### config.mk
export PLATFORM = sky130hd
export DESIGN_NAME = uart_tx_arbiter
export DESIGN_NICKNAME = d
export VERILOG_FILES = /design/src/rtl/uart_pkg.sv /design/src/rtl/rr_arbiter.sv /design/src/rtl/uart_tx_arbiter.sv
export SDC_FILE = /design/constraint.sdc
export NUM_CORES = 1
export LEC_CHECK = 0
export CAP_MARGIN = 25
export CORE_ASPECT_RATIO = 0.5
export CORE_MARGIN = 4
export CORE_UTILIZATION = 35
export CTS_CLUSTER_DIAMETER = 50
export DETAILED_ROUTE_END_ITERATION = 16
export GPL_ROUTABILITY_DRIVEN = 0
export PLACE_DENSITY = 0.71
export SLEW_MARGIN = 20
export SYNTH_ARGS = -nofsm -noshare
export SYNTH_HDL_FRONTEND = slang
export SYNTH_SLANG_ARGS = --single-unit
### constraint.sdc
create_clock -name clk -period 2.1 [get_ports clk]
set_input_delay 0.525 -clock clk [delete_from_list [all_inputs] [get_ports clk]]
set_output_delay 0.525 -clock clk [all_outputs]
set_load 0.01 [all_outputs]
### src/rtl/uart_pkg.sv
// Shared types and constants for the UART transmit-side blocks.
package uart_pkg;

    localparam int UART_DATA_W = 8;

    typedef enum logic [1:0] {
        IDLE,
        ACCEPT,
        SEND,
        WAIT
    } arb_state_t;

endpackage

### src/rtl/rr_arbiter.sv
// Combinational round-robin pick: first requester strictly after last_grant, with wrap.
module rr_arbiter #(
    parameter int NUM_REQ = 4
) (
    input  logic [NUM_REQ-1:0]         req,
    input  logic [$clog2(NUM_REQ)-1:0] last_grant,
    output logic [$clog2(NUM_REQ)-1:0] winner,
    output logic                       any_req
);

    localparam int IDX_W = $clog2(NUM_REQ);

    logic [IDX_W:0]       w_start;
    logic [IDX_W:0]       w_start_mod;
    logic [NUM_REQ-1:0]   w_rot;
    logic [IDX_W-1:0]     w_off;
    logic [IDX_W:0]       w_sum;

    assign w_start     = {1'b0, last_grant} + 1'b1;
    assign w_start_mod = (w_start == (IDX_W+1)'(NUM_REQ)) ? '0 : w_start;

    // Rotate so the search origin lands at bit 0; the doubled vector supplies the wrap.
    assign w_rot = NUM_REQ'({req, req} >> w_start_mod);

    always_comb begin
        w_off = '0;
        for (int k = NUM_REQ - 1; k >= 0; k--) begin
            if (w_rot[k]) begin
                w_off = IDX_W'(k);
            end
        end
    end

    assign w_sum   = w_start_mod + {1'b0, w_off};
    assign winner  = (w_sum >= (IDX_W+1)'(NUM_REQ)) ? IDX_W'(w_sum - (IDX_W+1)'(NUM_REQ))
                                                    : IDX_W'(w_sum);
    assign any_req = |req;

endmodule

### src/rtl/uart_tx_arbiter.sv
// Packet-granular round-robin sharing of one uart_tx between NUM_REQ byte streams,
// with a per-grant byte cap that splits over-long packets.
module uart_tx_arbiter
    import uart_pkg::*;
#(
    parameter int NUM_REQ     = 4,
    parameter int MAX_PKT_LEN = 16
) (
    input  logic                           clk,
    input  logic                           reset_n,
    input  logic [NUM_REQ-1:0]             req_valid,
    input  logic [UART_DATA_W*NUM_REQ-1:0] req_data,
    input  logic [NUM_REQ-1:0]             req_last,
    output logic [NUM_REQ-1:0]             req_ready,
    output logic                           tx_start,
    output logic [UART_DATA_W-1:0]         tx_data,
    input  logic                           tx_done_tick,
    output logic [$clog2(NUM_REQ)-1:0]     grant_id,
    output logic                           busy,
    output logic                           pkt_trunc
);

    localparam int IDX_W = $clog2(NUM_REQ);
    localparam int CNT_W = $clog2(MAX_PKT_LEN + 1);

    arb_state_t             r_state,      w_state_next;
    logic [IDX_W-1:0]       r_grant_id,   w_grant_next;
    logic [IDX_W-1:0]       r_last_grant, w_last_grant_next;
    logic [CNT_W-1:0]       r_cnt,        w_cnt_next;
    logic                   r_last,       w_last_next;
    logic [UART_DATA_W-1:0] r_tx_data,    w_tx_data_next;
    logic                   r_pkt_trunc,  w_pkt_trunc_next;

    logic [IDX_W-1:0]       w_winner;
    logic                   w_any_req;
    logic [UART_DATA_W-1:0] w_req_byte [NUM_REQ];

    rr_arbiter #(
        .NUM_REQ (NUM_REQ)
    ) u_rr (
        .req        (req_valid),
        .last_grant (r_last_grant),
        .winner     (w_winner),
        .any_req    (w_any_req)
    );

    // Ready is a pure decode of registered state, so valid never loops back into ready.
    for (genvar gi = 0; gi < NUM_REQ; gi++) begin : g_req
        assign w_req_byte[gi] = req_data[gi*UART_DATA_W +: UART_DATA_W];
        assign req_ready[gi]  = (r_state == ACCEPT) && (r_grant_id == IDX_W'(gi));
    end

    always_comb begin
        w_state_next      = r_state;
        w_grant_next      = r_grant_id;
        w_last_grant_next = r_last_grant;
        w_cnt_next        = r_cnt;
        w_last_next       = r_last;
        w_tx_data_next    = r_tx_data;
        w_pkt_trunc_next  = 1'b0;
        unique case (r_state)
            IDLE: begin
                if (w_any_req) begin
                    w_grant_next = w_winner;
                    w_cnt_next   = '0;
                    w_state_next = ACCEPT;
                end
            end
            ACCEPT: begin
                if (req_valid[r_grant_id]) begin
                    w_tx_data_next = w_req_byte[r_grant_id];
                    w_last_next    = req_last[r_grant_id];
                    w_cnt_next     = r_cnt + CNT_W'(1);
                    w_state_next   = SEND;
                end
            end
            SEND: begin
                w_state_next = WAIT;
            end
            WAIT: begin
                if (tx_done_tick) begin
                    if (r_last || (r_cnt == CNT_W'(MAX_PKT_LEN))) begin
                        // A grant closed by the cap rather than by last is a truncation.
                        w_last_grant_next = r_grant_id;
                        w_pkt_trunc_next  = ~r_last;
                        w_state_next      = IDLE;
                    end else begin
                        w_state_next = ACCEPT;
                    end
                end
            end
            default: begin
                w_state_next = IDLE;
            end
        endcase
    end

    always_ff @(posedge clk or negedge reset_n) begin
        if (!reset_n) begin
            r_state      <= IDLE;
            r_grant_id   <= '0;
            r_last_grant <= IDX_W'(NUM_REQ - 1);
            r_cnt        <= '0;
            r_last       <= 1'b0;
            r_tx_data    <= '0;
            r_pkt_trunc  <= 1'b0;
        end else begin
            r_state      <= w_state_next;
            r_grant_id   <= w_grant_next;
            r_last_grant <= w_last_grant_next;
            r_cnt        <= w_cnt_next;
            r_last       <= w_last_next;
            r_tx_data    <= w_tx_data_next;
            r_pkt_trunc  <= w_pkt_trunc_next;
        end
    end

    assign tx_start  = (r_state == SEND);
    assign tx_data   = r_tx_data;
    assign grant_id  = r_grant_id;
    assign busy      = (r_state != IDLE);
    assign pkt_trunc = r_pkt_trunc;

endmodule

==> impl_metrics.toml, run 1 <==
[hold_path]
hold_path.class = "flop to flop"

[placement]
dp.final_hpwl_um = 2980
io_port_bufs = 59

[yosys]
syn-mean-instance-area_um2 = 11.7
synth_top_area_share = 0.319
seq_area_frac_synth = 0.355
ys_warn_count = 0
synth_top_area_cell = "dfrtp_1"
syn-num-nets = 179
synth_ff_type = "dfrtp_1"
synth-edff-count = 0
synth_cell_type_count = 43
synth_most_common_cell = "dfrtp_1"
synthCells = 127
ys_top_cells_by_count = "19 x dfrtp_1, 13 x mux2_2, 9 x ha_1"
synthArstFlopShare = 1.00
synth.area.top_cells = "dfrtp_1 32%, mux2_2 9.8%, mux4_2 9.1%, ha_1 7.6%, mux4_1 7.1%"
synthesis.area_mm2 = 0.00149
synth-seq-cells = 21

[worst_setup_path]
crit_buf_inv = 1
path_class = "primary input to flop"
worst_setup_sp_type = "primary input"
cp.arrival_ns = 2.18
critPathSlowestCell = "mux4_2"
worstPathRequired_ns = 2.24
largest_stage_delay_worst_path_ns = 0.54
worst-path-max-fanout = 5
timing.critical_path.cells = "clkdlybuf4s50_1 -> mux4_2 -> o221ai_1 -> mux2_2"
timing.critical_path.max_delay_family = "multiplexers"
crit_path_end_kind = "flop"

[clock_tree]
clk_latency_ns = 0.25
clock_transition_at_the_register_clock_pins_on_the_worst_setup_and_hold_paths_after_cts_ns = 0.07
cts_root_buffer = "clkbuf_8"
cts_hold_repair.buffers = 0
clock_tree.htree_level_count = 1
numCtsBuffers = 3
cts_buffer_depth = 2
cts_tree = "done"
total_clock_sinks = 21

[route]
vias_per_cell = 5.05
drt_drc_violations_left = 0
length_of_the_first_detailed_routing_pass_in_iterations = 4
drt.antenna.violating_nets = 0
wl_met2_um = 1840
vias = 1293
top_signal_layer_used = "met4"
drt-wirelength-per-cell_um = 13.8
totalWireLength_um = 3540
initialDrtViolationCount = 51
met1Wirelength_um = 1490
dr_wl_met3_um = 195

[floorplanning]
floorplan.rows = 16
core-area_mm2 = 0.00400
die_area_mm2 = 0.00542
die_x_um = 100
die_h_um = 54.1
initial_core_util = 0.372
io_pins = 60

[status]
status = "complete, no violations"

[timing]
hold_viol = 0
fmax_mhz = 491
setup_violations = 0
layout_worst_path_cycle_share = 0.971
timing.max_slew.rel_slack = 0.692
rsz0062_at_grt = "no"
worst_pin_slew_ns = 0.455
period_needed_ns = 2.04
final_max_slew_viol_count = 0
final.setup_skew_ns = 0.00152

[power]
power_density_cells_mw_per_mm2 = 1190
switchingPower_mw = 0.988
power_frac_seq = 0.265
post-layout-total-power_mw = 2.72
leakage_nw = 0.974
power.ir.vdd_worst_uv = 559
pwr-share-clk = 0.095
internal-power_mw = 1.74
comb_power_share = 0.641
switching_share = 0.363

[global_routing]
grt_antenna_before_repair = 0
grt.overflow.total = 0
grt_start_max_net_pins = 22
via_count_of_the_first_global_routing_pass = 1236
wire_length_of_the_first_global_routing_pass_um = 5580
globalRouteTotalUtil = 0.131

[layout]
finalNetCount = 255
utilization_after_layout = 0.574
area_growth_syn_to_layout_pct = 54.4
antenna_cells_inserted = 0
layout-drive-gt1-share = 0.233

[run]
reported_max_cap_violation_count = 0
sequential cells by signal, summed over array words and instances (netlist names):
name and flops:
r_last_grant 2, r_last 1, r_cnt 5, grant_id 2, r_state 2, pkt_trunc 1, tx_data 8
layer usage:
layer | up-vias | track usage
met5 | - | 0
met4 | 0 | 0.0134
met3 | 2 | 0.0298
met2 | 38 | 0.248
met1 | 614 | 0.160
li1 | 639 | -
cell type report:
cell class,count,area [um2]
sequential,21,528
inverter,8,30.0
clock buffer,4,45.0
tap,54,67.6
multi-input combinational,92,910
fill,344,1710
timing repair buffer,77,718
through the flow:
step / setup TNS, ns / hold slack, ns / worst slack, ns / std cells / instance area (um2)
finish: 0 / 0.505 / 0.0614 / 256 / 2300
detailed placement: -3.74 / 0.495 / -0.309 / 250 / 2230
floorplan: 0 / 0.229 / 0.0612 / 127 / 1490
global route: 0 / 0.522 / 0.00134 / 256 / 2300
global placement: -3.29 / 0.488 / -0.302 / 250 / 2230
CTS: 0 / 0.512 / 0.00377 / 255 / 2280
power by group through the flow:
stage	registers, mW	logic, mW	clock network [mW]
2_1_floorplan	0.750	1.01	0
3_3_place_gp	0.713	1.67	0
3_5_place_dp	0.726	1.71	0
4_1_cts	0.714	1.72	0.265
5_1_grt	0.742	1.92	0.289
6_report	0.721	1.75	0.258
worst paths after layout:
kind,cells after the start,endpoint,slack [ns],startpoint
worst max-delay path,4,r_state[1],0.06,req_valid[1]
worst min-delay path,1,tx_data[0],0.51,tx_data[0]
worst max register to register,9,grant_id[1],0.12,r_last_grant[1]
worst min register to register,1,tx_data[0],0.51,tx_data[0]
max in group asynchronous,2,r_last_grant[0],1.22,reset_n
min in group asynchronous,2,r_cnt[3],0.61,reset_n
cells in the final DEF, fill, tap and decap left out, drive strengths merged, types with 2 or more instances in the layout:
cell	Yosys	final
ha	9	9
clkdlybuf4s50	0	51
clkbuf	3	5
nand3	3	3
mux2i	3	3
o21ai	6	6
or3	2	2
buf	3	18
dfrtp	19	19
nand2	6	6
a21boi	2	2
or4	4	4
nand2b	4	4
dfstp	2	2
mux4	10	10
nor2	7	7
nor3b	2	2
inv	8	8
o31ai	2	2
mux2	13	13
clkdlybuf4s15	0	2
dlygate4sd2	0	4
cells by family after synthesis:
group                    count (synthesis)  synth area share
buffers and inverters                   14            0.0429
XOR/XNOR                                 1           0.00588
AO/OA/AOI/OAI                           22             0.108
AND/OR/NAND/NOR                         34             0.130
adder cells (fa/ha/maj)                  9            0.0756
multiplexers                            26             0.282
flip-flops                              21             0.355
timing repair:
| action | CTS | global route |
|---|---|---|
| buffers inserted | 1 | 1 |
| endpoints found under the setup margin | 6 | 6 |
| resized for setup | 9 | 5 |
| pin swaps | 0 | 2 |
(Power assumes the default switching activity.)
==> run 2, diff against run 1 <==
==> constraint.sdc (replaced) <==
create_clock -name clk -period 2.1 [get_ports clk]
set_input_delay 0.21 -clock clk [delete_from_list [all_inputs] [get_ports clk]]
set_output_delay 0.21 -clock clk [all_outputs]
set_load 0.01 [all_outputs]
==> run 2 against run 1 <==
Net effect:
- clock skew increased by 0.0044 ns
- sequential power decreased by 1%
- utilization decreased by 0.97 points
- setup slack got worse by 0.0045 ns
- die area unchanged
- clock-buffer cell count unchanged
- flip-flop and latch count unchanged
- critical path type is now flop to flop
- critical endpoint is now grant_id[1]
==> impl_metrics.toml, run 2 (synthesis gave the netlist of run 1 again) <==
[placement]
post-place-cells = 243
placed_cell_area_mm2 = 0.00218
dp.final_hpwl_um = 2990
pre_cts_slack_ns = -0.0972
io_port_bufs = 59

[timing]
worst_pin_slew_ns = 0.449
fmax_mhz = 489
timing.max_slew.rel_slack = 0.696
hold_viol = 0
final_max_slew_viol_count = 0
rsz0062_at_grt = "yes"
layout_worst_path_cycle_share = 0.973
period_needed_ns = 2.04
setup_slack_ns = 0.0569
final.setup_skew_ns = 0.00590
setup_violations = 0

[floorplanning]
die_h_um = 54.1
initial_core_util = 0.372
floorplan.rows = 16
die_x_um = 100
core-area_mm2 = 0.00400
die_area_mm2 = 0.00542
io_pins = 60

[worst_setup_path]
regToRegSetupSlack_ns = 0.06
critPathSlowestCell = "dfstp_2"
crit_path_end_kind = "flop"
worstPathRequired_ns = 2.29
worst_setup_sp_type = "flop"
worst-path-max-fanout = 7
largest_stage_delay_worst_path_ns = 0.56
timing.critical_path.cells = "ha_4 -> inv_1 -> a2bb2oi_2 -> o32ai_1 -> o22a_1 -> ha_1 -> xor2_1 -> a31o_2 -> a31oi_1"
crit_buf_inv = 1
regToRegEndpoint = "grant_id[1]"
timing.critical_path.max_delay_family = "compound AO/OA/AOI/OAI gates"
path_class = "flop to flop"
cp.arrival_ns = 2.23
reg2reg_depth = 9
timing.rr.start = "r_last_grant[0]"

[status]
status = "complete, no violations"

[clock_tree]
clock_tree.htree_level_count = 1
cts_tree = "done"
cts_root_buffer = "clkbuf_8"
numCtsBuffers = 3
clk_latency_ns = 0.26
cts_buffer_depth = 2
clock_transition_at_the_register_clock_pins_on_the_worst_setup_and_hold_paths_after_cts_ns = 0.08
total_clock_sinks = 21

[power]
power.ir.vdd_worst_uv = 443
leakage_nw = 0.948
power_density_cells_mw_per_mm2 = 1190
post-layout-total-power_mw = 2.70

[layout]
commonest_non_fill_non_tap_cells_in_the_layout = "56 x clkdlybuf4s50_1, 19 x dfrtp_1, 13 x mux2_2"
leading_cell_type_in_the_layout_fill_and_taps_excluded = "clkdlybuf4s50_1"
antenna_cells_inserted = 0
area_growth_syn_to_layout_pct = 51.8
largest_register_ffs = 8
finalInstanceArea_mm2 = 0.00226
utilization_after_layout = 0.564
layout-drive-gt1-share = 0.205
finalNetCount = 248
final.fill_count = 351
final-instance-count-excl-fill = 249

[hold_path]
hold_path.class = "primary input to async pin"

[route]
drt.antenna.violating_nets = 0
totalWireLength_um = 3670
vias = 1291
length_of_the_first_detailed_routing_pass_in_iterations = 4
initialDrtViolationCount = 43
vias_per_cell = 5.18
drt_drc_violations_left = 0
drt-wirelength-per-cell_um = 14.7

[global_routing]
wire_length_of_the_first_global_routing_pass_um = 5760
globalRouteTotalUtil = 0.137
grt_antenna_before_repair = 0
via_count_of_the_first_global_routing_pass = 1272
grt.overflow.total = 0
grt_start_max_net_pins = 22

[run]
reported_max_cap_violation_count = 0
run 2: routing by layer:
| metal | wire length (um) | global-route usage | vias to the layer above |
|---|---|---|---|
| met5 | 0 | 0 | - |
| met1 | 1400 | 0.146 | 632 |
| met3 | 241 | 0.0401 | 2 |
| met4 | 16 | 0.0268 | 0 |
| met2 | 2010 | 0.276 | 35 |
| li1 | - | - | 622 |
run 2: how the worst max path moves through the flow:
stage                   end  slack (ns)  depth (start not counted)             from
3_3_place_gp    grant_id[1]       -0.02                          9     req_valid[2]
6_report        grant_id[1]        0.06                          9  r_last_grant[0]
5_1_grt         grant_id[1]       -0.04                          9  r_last_grant[0]
3_5_place_dp    grant_id[1]        -0.1                          9     req_valid[2]
2_1_floorplan   grant_id[1]        0.06                          9  r_last_grant[0]
4_1_cts        req_ready[1]        0.02                          6       r_state[1]
run 2: area by class of cell:
type	instances	area, um2	share of cell area
repair buffers	70	673	0.298
clock buffers	4	45.0	0.0199
flip-flops and latches	21	528	0.234
inverters	8	30.0	0.0133
well taps	54	67.6	0.0299
multi-input cells	92	916	0.405
run 2: what timing repair did:
action	in CTS	in global routing
setup buffers	0	2
gates resized for setup	4	3
hold buffers	0	0
setup endpoints to repair	3	3
run 2: report_power, final:
group | internal [mW] | switching [mW] | total [mW]
Combinational | 0.973 | 0.749 | 1.72
Sequential | 0.592 | 0.119 | 0.711
Clock | 0.135 | 0.130 | 0.265
run 2: stage by stage:
stage          setup TNS, ns  hold WS, ns
5_1_grt              -0.0423        0.318
4_1_cts                    0        0.287
2_1_floorplan              0      -0.0856
3_3_place_gp         -0.0206        0.488
6_report                   0        0.280
3_5_place_dp          -0.129        0.492
